**src/rtl/fmul_unpack_mul.sv**
```systemverilog
// fmul front end: unpacks two IEEE-754 singles, decodes special cases,
// forms sign and biased exponent sum, and builds the 24x24 mantissa
// product iteratively, BITS_PER_CYCLE multiplier bits per cycle.
// One result record is handed to the normalise/round stage over valid/ready.

// Per-operand unpack: hidden bit, effective exponent, class flags.
module fmul_unpack (
  input  logic [31:0] x,
  output logic [23:0] m,
  output logic [7:0]  e_eff,
  output logic        nan,
  output logic        inf,
  output logic        zero
);
  logic [7:0]  e;
  logic [22:0] f;

  assign e     = x[30:23];
  assign f     = x[22:0];
  assign m     = {|e, f};
  // denormals use exponent 1 and are not pre-normalised
  assign e_eff = (e == 8'd0) ? 8'd1 : e;
  assign nan   = (e == 8'hFF) && (f != 23'd0);
  assign inf   = (e == 8'hFF) && (f == 23'd0);
  assign zero  = (e == 8'd0)  && (f == 23'd0);
endmodule

module fmul_unpack_mul #(
  parameter int BITS_PER_CYCLE = 4
) (
  input  logic        clk,
  input  logic        rst,
  input  logic [31:0] a,
  input  logic [31:0] b,
  input  logic [1:0]  rm_in,
  input  logic        in_valid,
  output logic        in_ready,
  output logic        out_valid,
  input  logic        out_ready,
  output logic [47:0] z,
  output logic [9:0]  exp10,
  output logic        sign,
  output logic        is_nan,
  output logic        is_inf,
  output logic [22:0] inf_nan_frac,
  output logic [1:0]  rm
);
  localparam int K  = BITS_PER_CYCLE;
  localparam int N  = 24 / K;
  localparam int CW = (N > 1) ? $clog2(N) : 1;

  typedef enum logic [1:0] {IDLE, BUSY, DONE} state_t;

  // result record presented to the norm stage
  typedef struct packed {
    logic [47:0] z;
    logic [9:0]  exp10;
    logic        sign;
    logic        is_nan;
    logic        is_inf;
    logic [22:0] frac;
    logic [1:0]  rm;
  } rec_t;

  state_t state_q, state_d;
  rec_t   rec_q;

  logic [23:0] m_a_q, m_b_q;
  logic [47:0] acc_q, acc_next, pp;
  logic [CW-1:0] cnt_q;
  logic last, accept;

  // operand lanes: index 0 is a, index 1 is b
  logic [1:0][31:0] ops;
  logic [1:0][23:0] m_in;
  logic [1:0][7:0]  e_in;
  logic [1:0]       nan_in, inf_in, zero_in;

  assign ops = {b, a};

  genvar i;
  generate
    for (i = 0; i < 2; i++) begin : g_unp
      fmul_unpack u_unp (
        .x     (ops[i]),
        .m     (m_in[i]),
        .e_eff (e_in[i]),
        .nan   (nan_in[i]),
        .inf   (inf_in[i]),
        .zero  (zero_in[i])
      );
    end
  endgenerate

  logic [9:0] exp_sum;
  logic       nan_any, inf_any, shortcut;

  assign exp_sum  = {2'b00, e_in[0]} + {2'b00, e_in[1]} - 10'd127;
  assign nan_any  = (|nan_in) | (inf_in[0] & zero_in[1]) | (inf_in[1] & zero_in[0]);
  assign inf_any  = |inf_in;
  // specials and zeros need no multiply: result record is complete at accept
  assign shortcut = nan_any | inf_any | (|zero_in);

  assign accept = in_valid & in_ready;
  assign last   = (cnt_q == CW'(N - 1));

  // one radix-2^K step: shift accumulator, add m_b times the top K bits of m_a
  assign pp       = 48'(m_b_q) * 48'(m_a_q[23 -: K]);
  assign acc_next = (acc_q << K) + pp;

  // state register
  always_ff @(posedge clk) begin
    if (rst) state_q <= IDLE;
    else     state_q <= state_d;
  end

  // next-state logic
  always_comb begin
    state_d = state_q;
    case (state_q)
      IDLE: if (accept) state_d = shortcut ? DONE : BUSY;
      BUSY: if (last)   state_d = DONE;
      DONE: begin
        if (out_ready) begin
          if (accept) state_d = shortcut ? DONE : BUSY;
          else        state_d = IDLE;
        end
      end
      default: state_d = IDLE;
    endcase
  end

  // handshake outputs
  always_comb begin
    in_ready  = (state_q == IDLE) | ((state_q == DONE) & out_ready);
    out_valid = (state_q == DONE);
  end

  // operand latch, iterative multiply and result record
  always_ff @(posedge clk) begin
    if (rst) begin
      rec_q <= '0;
      m_a_q <= '0;
      m_b_q <= '0;
      acc_q <= '0;
      cnt_q <= '0;
    end else if (accept) begin
      m_a_q        <= m_in[0];
      m_b_q        <= m_in[1];
      acc_q        <= '0;
      cnt_q        <= '0;
      rec_q.z      <= '0;
      rec_q.exp10  <= exp_sum;
      rec_q.sign   <= a[31] ^ b[31];
      rec_q.is_nan <= nan_any;
      rec_q.is_inf <= inf_any;
      rec_q.frac   <= nan_any ? 23'h400000 : 23'd0;
      rec_q.rm     <= rm_in;
    end else if (state_q == BUSY) begin
      acc_q <= acc_next;
      m_a_q <= m_a_q << K;
      cnt_q <= cnt_q + CW'(1);
      if (last) rec_q.z <= acc_next;
    end
  end

  assign z            = rec_q.z;
  assign exp10        = rec_q.exp10;
  assign sign         = rec_q.sign;
  assign is_nan       = rec_q.is_nan;
  assign is_inf       = rec_q.is_inf;
  assign inf_nan_frac = rec_q.frac;
  assign rm           = rec_q.rm;
endmodule

```
**config.mk**
```make
export PLATFORM = sky130hd
export DESIGN_NAME = fmul_unpack_mul
export DESIGN_NICKNAME = d
export VERILOG_FILES = /design/src/rtl/fmul_unpack_mul.sv
export SDC_FILE = /design/constraint.sdc
export NUM_CORES = 1
export LEC_CHECK = 0
export ABC_CLOCK_PERIOD_IN_PS = 7000
export BUFFER_PORTS_ARGS = -buffer_cell sky130_fd_sc_hd__buf_2
export CAP_MARGIN = 40
export CORE_UTILIZATION = 50
export CTS_CLUSTER_SIZE = 24
export DETAILED_ROUTE_END_ITERATION = 10
export PLACE_DENSITY = 0.69
export SYNTH_ARGS = -nofsm -noshare
export SYNTH_HDL_FRONTEND = slang
export SYNTH_SLANG_ARGS = --single-unit
```
**constraint.sdc**
```tcl
create_clock -name clk -period 7 [get_ports clk]
set_input_delay 1.05 -clock clk [delete_from_list [all_inputs] [get_ports clk]]
set_output_delay 1.05 -clock clk [all_outputs]
set_load 0.03 [all_outputs]
```
==> impl_metrics.toml, run 1 <==
[synthesis]
synthArstFlopShare_pct = 0
syn_area_sq_um = 10900
ys_warn_count = 0
synth_area_per_cell_sq_um = 7.92
synthCells = 1376
ys_types = 66
ys_seq_elements = 160
synth_edf_count = 0
synthFlopType = "dfxtp_1"
ys_seq_area_share_pct = 29.4

[worst_setup_path]
cpLargestDelayFamily = "adder cells"
critical_path_required_ns = 7.36
cp_max_fo = 25
slowest_delay_ns = 0.77
end_kind = "flop"
reg2reg_to = "z[47]"
crit_path_start_kind = "flop"
worstReg2RegStart = "m_a_q[22]"
rr_worst_depth = 15
worst-r2r-setup-slack_ns = 1.98
path_class = "flop to flop"
crit_arrival_ns = 5.38
crit_slowest_cell = "dfxtp_1"
crit_buf_inv = 2
cpMostUsedCell = "fa_1"
cp_cell_sequence = "and2_1, fa_1, fa_1, inv_1, fa_1, inv_1, ha_1, a21oi_1, o21ai_0, a311oi_1, o21ai_0, o21ai_1, nor2_1, xnor2_1, a211oi_1"

[clock_network]
clk_pin_slew_ns = 0.08
clock_latency_ns = 0.44
cts_max_level = 4
cts-root-buf = "clkbuf_16"
clock_sinks = 160
cts_buffer_depth = 2
cts_inserted_buffers = 17
postCtsSetupBuffers = 0
holdBufCountCts = 0
cts_tree = "done"
cts_resized = 0

[timing]
slew_headroom_pct = 42.3
tightest_slew_ns = 0.866
hold_ws_ns = 0.450
hold_viol = 0
setup_tns_ns = 0
period_share_pct = 71.7
maxSlewViolCount = 0
finalCriticalPeriod_ns = 5.02
clock_skew_ns = 0.0140
setup_viol = 0
rsz0062_at_grt = "no"
fmax_mhz = 199

[floorplanning]
pin_count = 158
die_w_um = 150
die_y_um = 150
coreArea_sq_um = 21200
num_rows = 53
initial_core_util_pct = 51.3
dieArea_sq_um = 22400

[cells_and_area]
layout_commonest_cell = "nand2_1"
nNetsFinal = 1645
antenna_cells = 0
final_cell_mix = "nand2_1, dfxtp_1, a21oi_1"
layout-drive-gt1-share_pct = 13.9
syn_to_final_growth_pct = 11.6
num-fill-cells = 1990
fin_util_pct = 57.3

[drt]
wl_per_cell_um = 15.1
drcViolationCount = 0
vias = 9327
drtIter0Drc = 681
firstDrtPassIters = 7
ant_nets = 0
via_per_inst = 5.35
finalWirelength_mm = 26.3

[pwr]
worst_ir_drop_vdd_mv = 0.160
finalPower_mw = 2.32
p_per_area_nw_per_um2 = 191
leakage_nw = 5.27

[global_route]
grt_max_degree = 79
grt_antenna_before_repair = 1
grt_overflow = 0
grt_pass1_wl_mm = 44.5
track_usage_pct = 24.8
grt_pass1_vias = 8853

[job]
cap_violations = 0

[min_path]
hold_end = "z[14]"
worstHoldPathCells = 2
hold_path.startpoint = "z[14]"
min_path_type = "flop to flop"

[placement]
place_congestion = 0.891
dp_hpwl_mm = 18.9
io_buffer_count = 135

[status]
status = "complete, no violations"
## cells in the mapped netlist, drive strengths merged (2+ instances only)
cell type,n,share of area (%)
a211o,2,0.16
a211oi,13,1.0
a21boi,2,0.17
a21o,11,0.78
a21oi,153,7.1
a22oi,7,0.48
a311oi,19,1.5
a31oi,3,0.31
and2,88,5.1
and3,7,0.42
and4,4,0.32
buf,31,2.0
clkbuf,74,2.8
dfxtp,160,29
fa,68,12
ha,53,6.1
inv,133,4.6
nand2,237,8.2
nand2b,11,0.63
nand3,34,1.6
nand4,12,0.69
nor2,65,2.3
nor2b,6,0.34
nor3,14,0.74
nor3b,2,0.18
nor4,13,0.75
o211ai,10,0.69
o21a,5,0.34
o21ai,66,3.1
o21bai,4,0.28
or3,4,0.28
or4,3,0.21
xnor2,33,2.7
xor2,15,1.2
## power breakdown
| part | switching [mW] | internal (mW) | total [mW] |
|---|---|---|---|
| Clock | 0.443 | 0.509 | 0.952 |
| Sequential | 0.0428 | 0.948 | 0.991 |
| Combinational | 0.244 | 0.130 | 0.374 |
| Total | 0.730 | 1.59 | 2.32 |
## worst min-delay path, cell delays in order (launching register included)
cell and delay (ns):
dfxtp_1 0.31, nand2_1 0.05, a21oi_1 0.05
## worst max-delay path by stage
stage	from	endpoint	slack, ns	depth (start not counted)
after global routing	m_a_q[22]	z[47]	1.67	15
after floorplan	m_a_q[23]	z[33]	2.73	17
after global placement	m_a_q[22]	z[47]	2.07	15
final	m_a_q[22]	z[47]	1.98	15
after detailed placement	m_a_q[22]	z[24]	1.97	15
after CTS	m_a_q[22]	z[24]	1.97	15
## per-layer routing
layer | global-route usage, % | vias up | part of all wire [%]
li1 | - | 4642 | -
met1 | 36.6 | 4388 | 50
met2 | 37.2 | 275 | 43
met3 | 4.12 | 22 | 5.7
met4 | 6.63 | 0 | 1.2
met5 | 0 | - | 0
## flip-flops by register name, summed over array words and instances, names as in the netlist
signal,count
acc_q,44
rm,2
sign,1
m_a_q,24
state_q,2
exp10,10
cnt_q,3
inf_nan_frac,1
m_b_q,24
is_inf,1
z,48
## metrics by stage
stage | area, sq um | setup WS [ns] | std cells
2_1_floorplan | 11000 | 2.73 | 1397
3_3_place_gp | 11500 | 2.07 | 1709
3_5_place_dp | 11600 | 1.97 | 1710
4_1_cts | 12200 | 1.97 | 1742
5_1_grt | 12200 | 1.67 | 1742
6_report | 12200 | 1.98 | 1742
## area by class of cell
class | count | area (sq um) | area share [%]
multi-input cells | 998 | 6760 | 55.6
flip-flops and latches | 160 | 3200 | 26.3
repair buffers | 144 | 756 | 6.22
inverters | 133 | 499 | 4.11
clock buffers | 17 | 425 | 3.50
well taps | 275 | 344 | 2.83
clock inverters | 15 | 176 | 1.45
## cells by family after synthesis
family                   after synthesis  synth area share [%]
AO/OA/AOI/OAI                        302                  16.5
multiplexers                           1                0.0919
AND/OR/NAND/NOR                      504                  21.9
adder cells (fa/ha/maj)              121                  18.6
buffers and inverters                239                  9.56
XOR/XNOR                              48                  3.86
flip-flops                           160                  29.4
other                                  1                0.0344
No activity file was read; power rests on OpenSTA's default activity.
==> run 2: changes to the inputs <==
Settings changed: ABC_AREA set to 1, ABC_CLOCK_PERIOD_IN_PS 7000 to 4800.
Clock period 7 ns to 4.8 ns, I/O delays scaled along.
==> impl_metrics.toml, run 2 <==
[clock_network]
cts_max_level = 4
cts_buffer_depth = 2
cts_tree = "done"
clock_latency_ns = 0.43
cts-root-buf = "clkbuf_16"
cts_inserted_buffers = 17
clk_pin_slew_ns = 0.07
clock_sinks = 160
holdBufCountCts = 0

[placement]
io_buffer_count = 135
dp.cells = 2116
dp_hpwl_mm = 23.2
place_congestion = 0.956
dp_slack_ns = 0.212
place_area_sq_um = 12500

[floorplanning]
coreArea_sq_um = 22800
die_y_um = 155
dieArea_sq_um = 24100
num_rows = 55
die_w_um = 155
pin_count = 158
initial_core_util_pct = 51.4

[pwr]
p_per_area_nw_per_um2 = 256
p_int_mw = 2.28
power_frac_clock_pct = 38.6
seqPwrFrac_pct = 43.4
power_switching_share_pct = 31.8
combPwrFrac_pct = 17.9
finalPower_mw = 3.35
worst_ir_drop_vdd_mv = 0.186
p_sw_mw = 1.07
leakage_nw = 7.23

[synthesis]
synth.most_common_cell = "nand2_1"
synthArstFlopShare_pct = 0
netlist_top_cells_count = "nand2_1, inv_1, nor2_1, dfxtp_1, a21oi_1"
ys_seq_elements = 160
ys_warn_count = 0
ys_types = 47
synth_edf_count = 0
synthCells = 1728
yosys-top-cells-area = "dfxtp_1, nand2_1, fa_1"
ys_seq_area_share_pct = 27.3
synth_area_per_cell_sq_um = 6.79
syn_area_sq_um = 11700
synthFlopType = "dfxtp_1"
yosys.area.top_type = "dfxtp_1"
synth_top_area_share_pct = 27.3

[worst_setup_path]
crit_slowest_cell = "dfxtp_2"
cp_cell_sequence = "buf_4, nand2_1, inv_1, fa_1, fa_1, inv_1, fa_1, inv_1, ha_1, a21oi_1, o21ai_0, a21oi_1, nand2_1, a21oi_1, xor2_1, nand2_1, nand2_1, inv_1"
crit_arrival_ns = 4.71
path_class = "flop to flop"
critical_path_required_ns = 5.14
cpLargestDelayFamily = "adder cells"
end_kind = "flop"
crit_path_start_kind = "flop"
cp_max_fo = 19
slowest_delay_ns = 0.56
crit_buf_inv = 5

[timing]
fmax_mhz = 228
hold_ws_ns = 0.455
setup_ws_ns = 0.424
rsz0062_at_grt = "no"
clock_skew_ns = 0.0113
setup_viol = 0
maxSlewViolCount = 0
hold_viol = 0
period_share_pct = 91.2
slew_headroom_pct = 46.7
setup_tns_ns = 0
tightest_slew_ns = 0.798
finalCriticalPeriod_ns = 4.38

[drt]
finalWirelength_mm = 30.3
vias = 10604
via_per_inst = 4.94
ant_nets = 0
drcViolationCount = 0
drtIter0Drc = 685
wl_per_cell_um = 14.1
firstDrtPassIters = 5

[cells_and_area]
layout-drive-gt1-share_pct = 12.3
syn_to_final_growth_pct = 11.3
antenna_cells = 0
largest_reg_flops = 48
num-fill-cells = 2227
top_regs = "z: 48 flops, acc_q: 44 flops"
top_register = "z"
nNetsFinal = 2013
final_area_sq_um = 13100
final_cell_mix = "nand2_1, inv_1, nor2_1"
layout_commonest_cell = "nand2_1"
layout.cells.non_filler = 2147
fin_util_pct = 57.2

[min_path]
min_path_type = "flop to flop"

[global_route]
grt_antenna_before_repair = 0
track_usage_pct = 26.3
grt_pass1_vias = 10227
grt_max_degree = 75
grt_overflow = 0
grt_pass1_wl_mm = 50.2

[status]
status = "complete, no violations"

[job]
cap_violations = 0
-- run 2: cell types whose count changed in the layout (fill, tap and decap cells not counted), sizes merged, moves of 28 or more --
cell and change:
a21oi -50, nand2 +161, xnor2 -28, nor2 +143
and2 -87, inv +238
-- run 2: logic make-up after synthesis --
| group | count (synthesis) | synth area share [%] |
|---|---|---|
| simple gates | 719 | 25.9 |
| buf+inv | 466 | 15.9 |
| compound gates | 237 | 11.8 |
| flops | 160 | 27.3 |
| fa+ha+maj | 121 | 17.3 |
| xor+xnor | 24 | 1.79 |
| other cells | 1 | 0.0320 |
-- run 2: routing by layer --
| layer | part of all wire, % | global-route usage, % | routed length [um] |
|---|---|---|---|
| met1 | 48 | 36.3 | 14600 |
| met3 | 4.2 | 3.06 | 1260 |
| met5 | 0 | 0 | 0 |
| met2 | 45 | 42.8 | 13700 |
| met4 | 2.5 | 8.92 | 746 |
-- run 2: repair_timing --
item,in CTS,in global routing
gates resized for setup,0,1
endpoints found under the setup margin,0,14
setup buffers,0,0
-- run 2: power groups by stage --
stage                     sequential [mW]  clock (mW)  combinational, mW
after floorplan                      1.48           0              0.432
after global routing                 1.46        1.37              0.680
after CTS                            1.45        1.30              0.602
after detailed placement             1.48           0              0.599
after global placement               1.48           0              0.590
final                                1.45        1.29              0.601
-- run 2: final cells by class --
type	count	area, sq um	share of cell area (%)
tap	313	392	3.00
inverter	374	1400	10.7
sequential	160	3200	24.5
multi-input combinational	1123	6750	51.7
clock inverter	10	78.8	0.604
clock buffer	21	460	3.53
timing repair buffer	146	771	5.90
-- run 2: tightest hold or removal path: stages, from the launching register on --
cell and delay (ns):
dfxtp_1 0.32, nand2_1 0.05, o21ai_0 0.06
-- run 2: final timing paths --
path,start,to,slack [ns],cells past startpoint
hold / removal,sign,sign,0.46,2
setup reg to reg,m_a_q[22],z[27],0.42,18
setup / recovery,m_a_q[22],z[27],0.42,18
hold reg to reg,sign,sign,0.46,2
==> run 3: changes to the inputs <==
==> constraint.sdc (replaced) <==
create_clock -name clk -period 4.8 [get_ports clk]
set_input_delay 0.24 -clock clk [delete_from_list [all_inputs] [get_ports clk]]
set_output_delay 0.24 -clock clk [all_outputs]
set_load 0.03 [all_outputs]
==> impl_metrics.toml, run 3 (same netlist as run 2, synthesis figures left out) <==
[status]
status = "complete, no violations"

[timing]
setup_ws_ns = 0.406
finalCriticalPeriod_ns = 4.39
rsz0062_at_grt = "no"
tightest_slew_ns = 0.782
slew_headroom_pct = 47.8
hold_viol = 0
clock_skew_ns = 0.0124
maxSlewViolCount = 0
period_share_pct = 91.5
setup_viol = 0
setup_tns_ns = 0
fmax_mhz = 228

[worst_setup_path]
crit_path_start_kind = "flop"
path_class = "flop to flop"
critical_path_required_ns = 5.14
crit_arrival_ns = 4.74
end_kind = "flop"
cp_max_fo = 19
worstReg2RegStart = "m_a_q[22]"
startpoint = "m_a_q[22]"

[cells_and_area]
multiInputGateArea_sq_um = 6750
seq_area_sq_um = 3200
final_cell_mix = "nand2_1, inv_1, nor2_1"
layout_commonest_cell = "nand2_1"
antenna_cells = 0
syn_to_final_growth_pct = 11.9
nNetsFinal = 2014
num-fill-cells = 2301
fin_util_pct = 57.5
top_regs = "z: 48 flops, acc_q: 44 flops"
layout-drive-gt1-share_pct = 12.5
top_register = "z"
largest_reg_flops = 48

[drt]
wl_per_cell_um = 13.9
firstDrtPassIters = 4
wl_met2_mm = 13.5
dr_wl_met3_mm = 1.53
drcViolationCount = 0
ant_nets = 0
via_per_inst = 4.94
vias = 10606
highest_layer = "met4"
wl_met1_mm = 14.1
finalWirelength_mm = 29.9
drtIter0Drc = 676

[min_path]
hold_path.startpoint = "b[4]"
min_path_type = "input port to flop"

[global_route]
grt_max_degree = 75
grt_pass1_wl_mm = 49.8
track_usage_pct = 26.1
grt_overflow = 0
grt_pass1_vias = 10086
grt_antenna_before_repair = 0

[clock_network]
clock_latency_ns = 0.44
cts_inserted_buffers = 17
cts_buffer_depth = 2
clk_pin_slew_ns = 0.07
cts-root-buf = "clkbuf_16"
postCtsSetupBuffers = 0
clock_sinks = 160
cts_tree = "done"
cts_max_level = 4

[floorplanning]
die_y_um = 155
pin_count = 158
coreArea_sq_um = 22800
die_w_um = 155
num_rows = 55
initial_core_util_pct = 51.4
dieArea_sq_um = 24100

[placement]
dp_hpwl_mm = 23.1
place_congestion = 0.952
io_buffer_count = 135
dp_slack_ns = 0.217

[job]
cap_violations = 0

[pwr]
worst_ir_drop_vdd_mv = 0.188
p_per_area_nw_per_um2 = 261
leakage_nw = 7.27
## run 3: path summary, 6_finish.rpt
kind	endpoint	slack, ns	cells past startpoint
max	z[27]	0.41	18
max reg2reg	z[27]	0.41	18
min	m_b_q[4]	0.009	3
min reg2reg	sign	0.46	2
## run 3: per-layer routing
| layer | global-route usage [%] | vias up |
|---|---|---|
| met3 | 3.57 | 41 |
| li1 | - | 5415 |
| met5 | 0 | - |
| met2 | 42.3 | 275 |
| met1 | 35.9 | 4875 |
| met4 | 8.40 | 0 |
## run 3: layout make-up
cell class	instances	share of cell area (%)
Sequential cell	160	24.4
Tap cell	313	2.98
Clock buffer	17	3.24
Timing Repair Buffer	147	6.02
Multi-Input combinational cell	1123	51.4
Clock inverter	15	1.27
Inverter	374	10.7
## run 3: where the power goes
group	switching, mW	internal (mW)
Combinational	0.401	0.200
Sequential	0.0604	1.39
Clock	0.674	0.698
## run 3: metrics by stage
step	total power, mW	instance area (sq um)	instances	hold slack (ns)
floorplan	1.91	11800	1749	0.350
global placement	2.07	12500	2115	0.436
detailed placement	2.08	12500	2117	0.441
CTS	3.45	13100	2149	0.000272
global route	3.59	13100	2149	0.0103
finish	3.43	13100	2149	0.00859
## run 3: timing repair
action	in CTS	in global routing
resized for setup	0	1
endpoints found under the setup margin	0	8
hold buffers	0	0
## run 3: worst max-delay path, cell delays in order, from the launching register on
cell,delay (ns)
dfxtp_2,0.56
buf_4,0.22
nand2_1,0.05
inv_1,0.08
fa_1,0.45
fa_1,0.55
inv_1,0.06
fa_1,0.51
inv_1,0.04
ha_1,0.36
a21oi_1,0.24
o21ai_0,0.20
a21oi_1,0.16
nand2_1,0.16
a21oi_1,0.22
xor2_1,0.23
nand2_1,0.10
nand2_1,0.09
inv_1,0.03
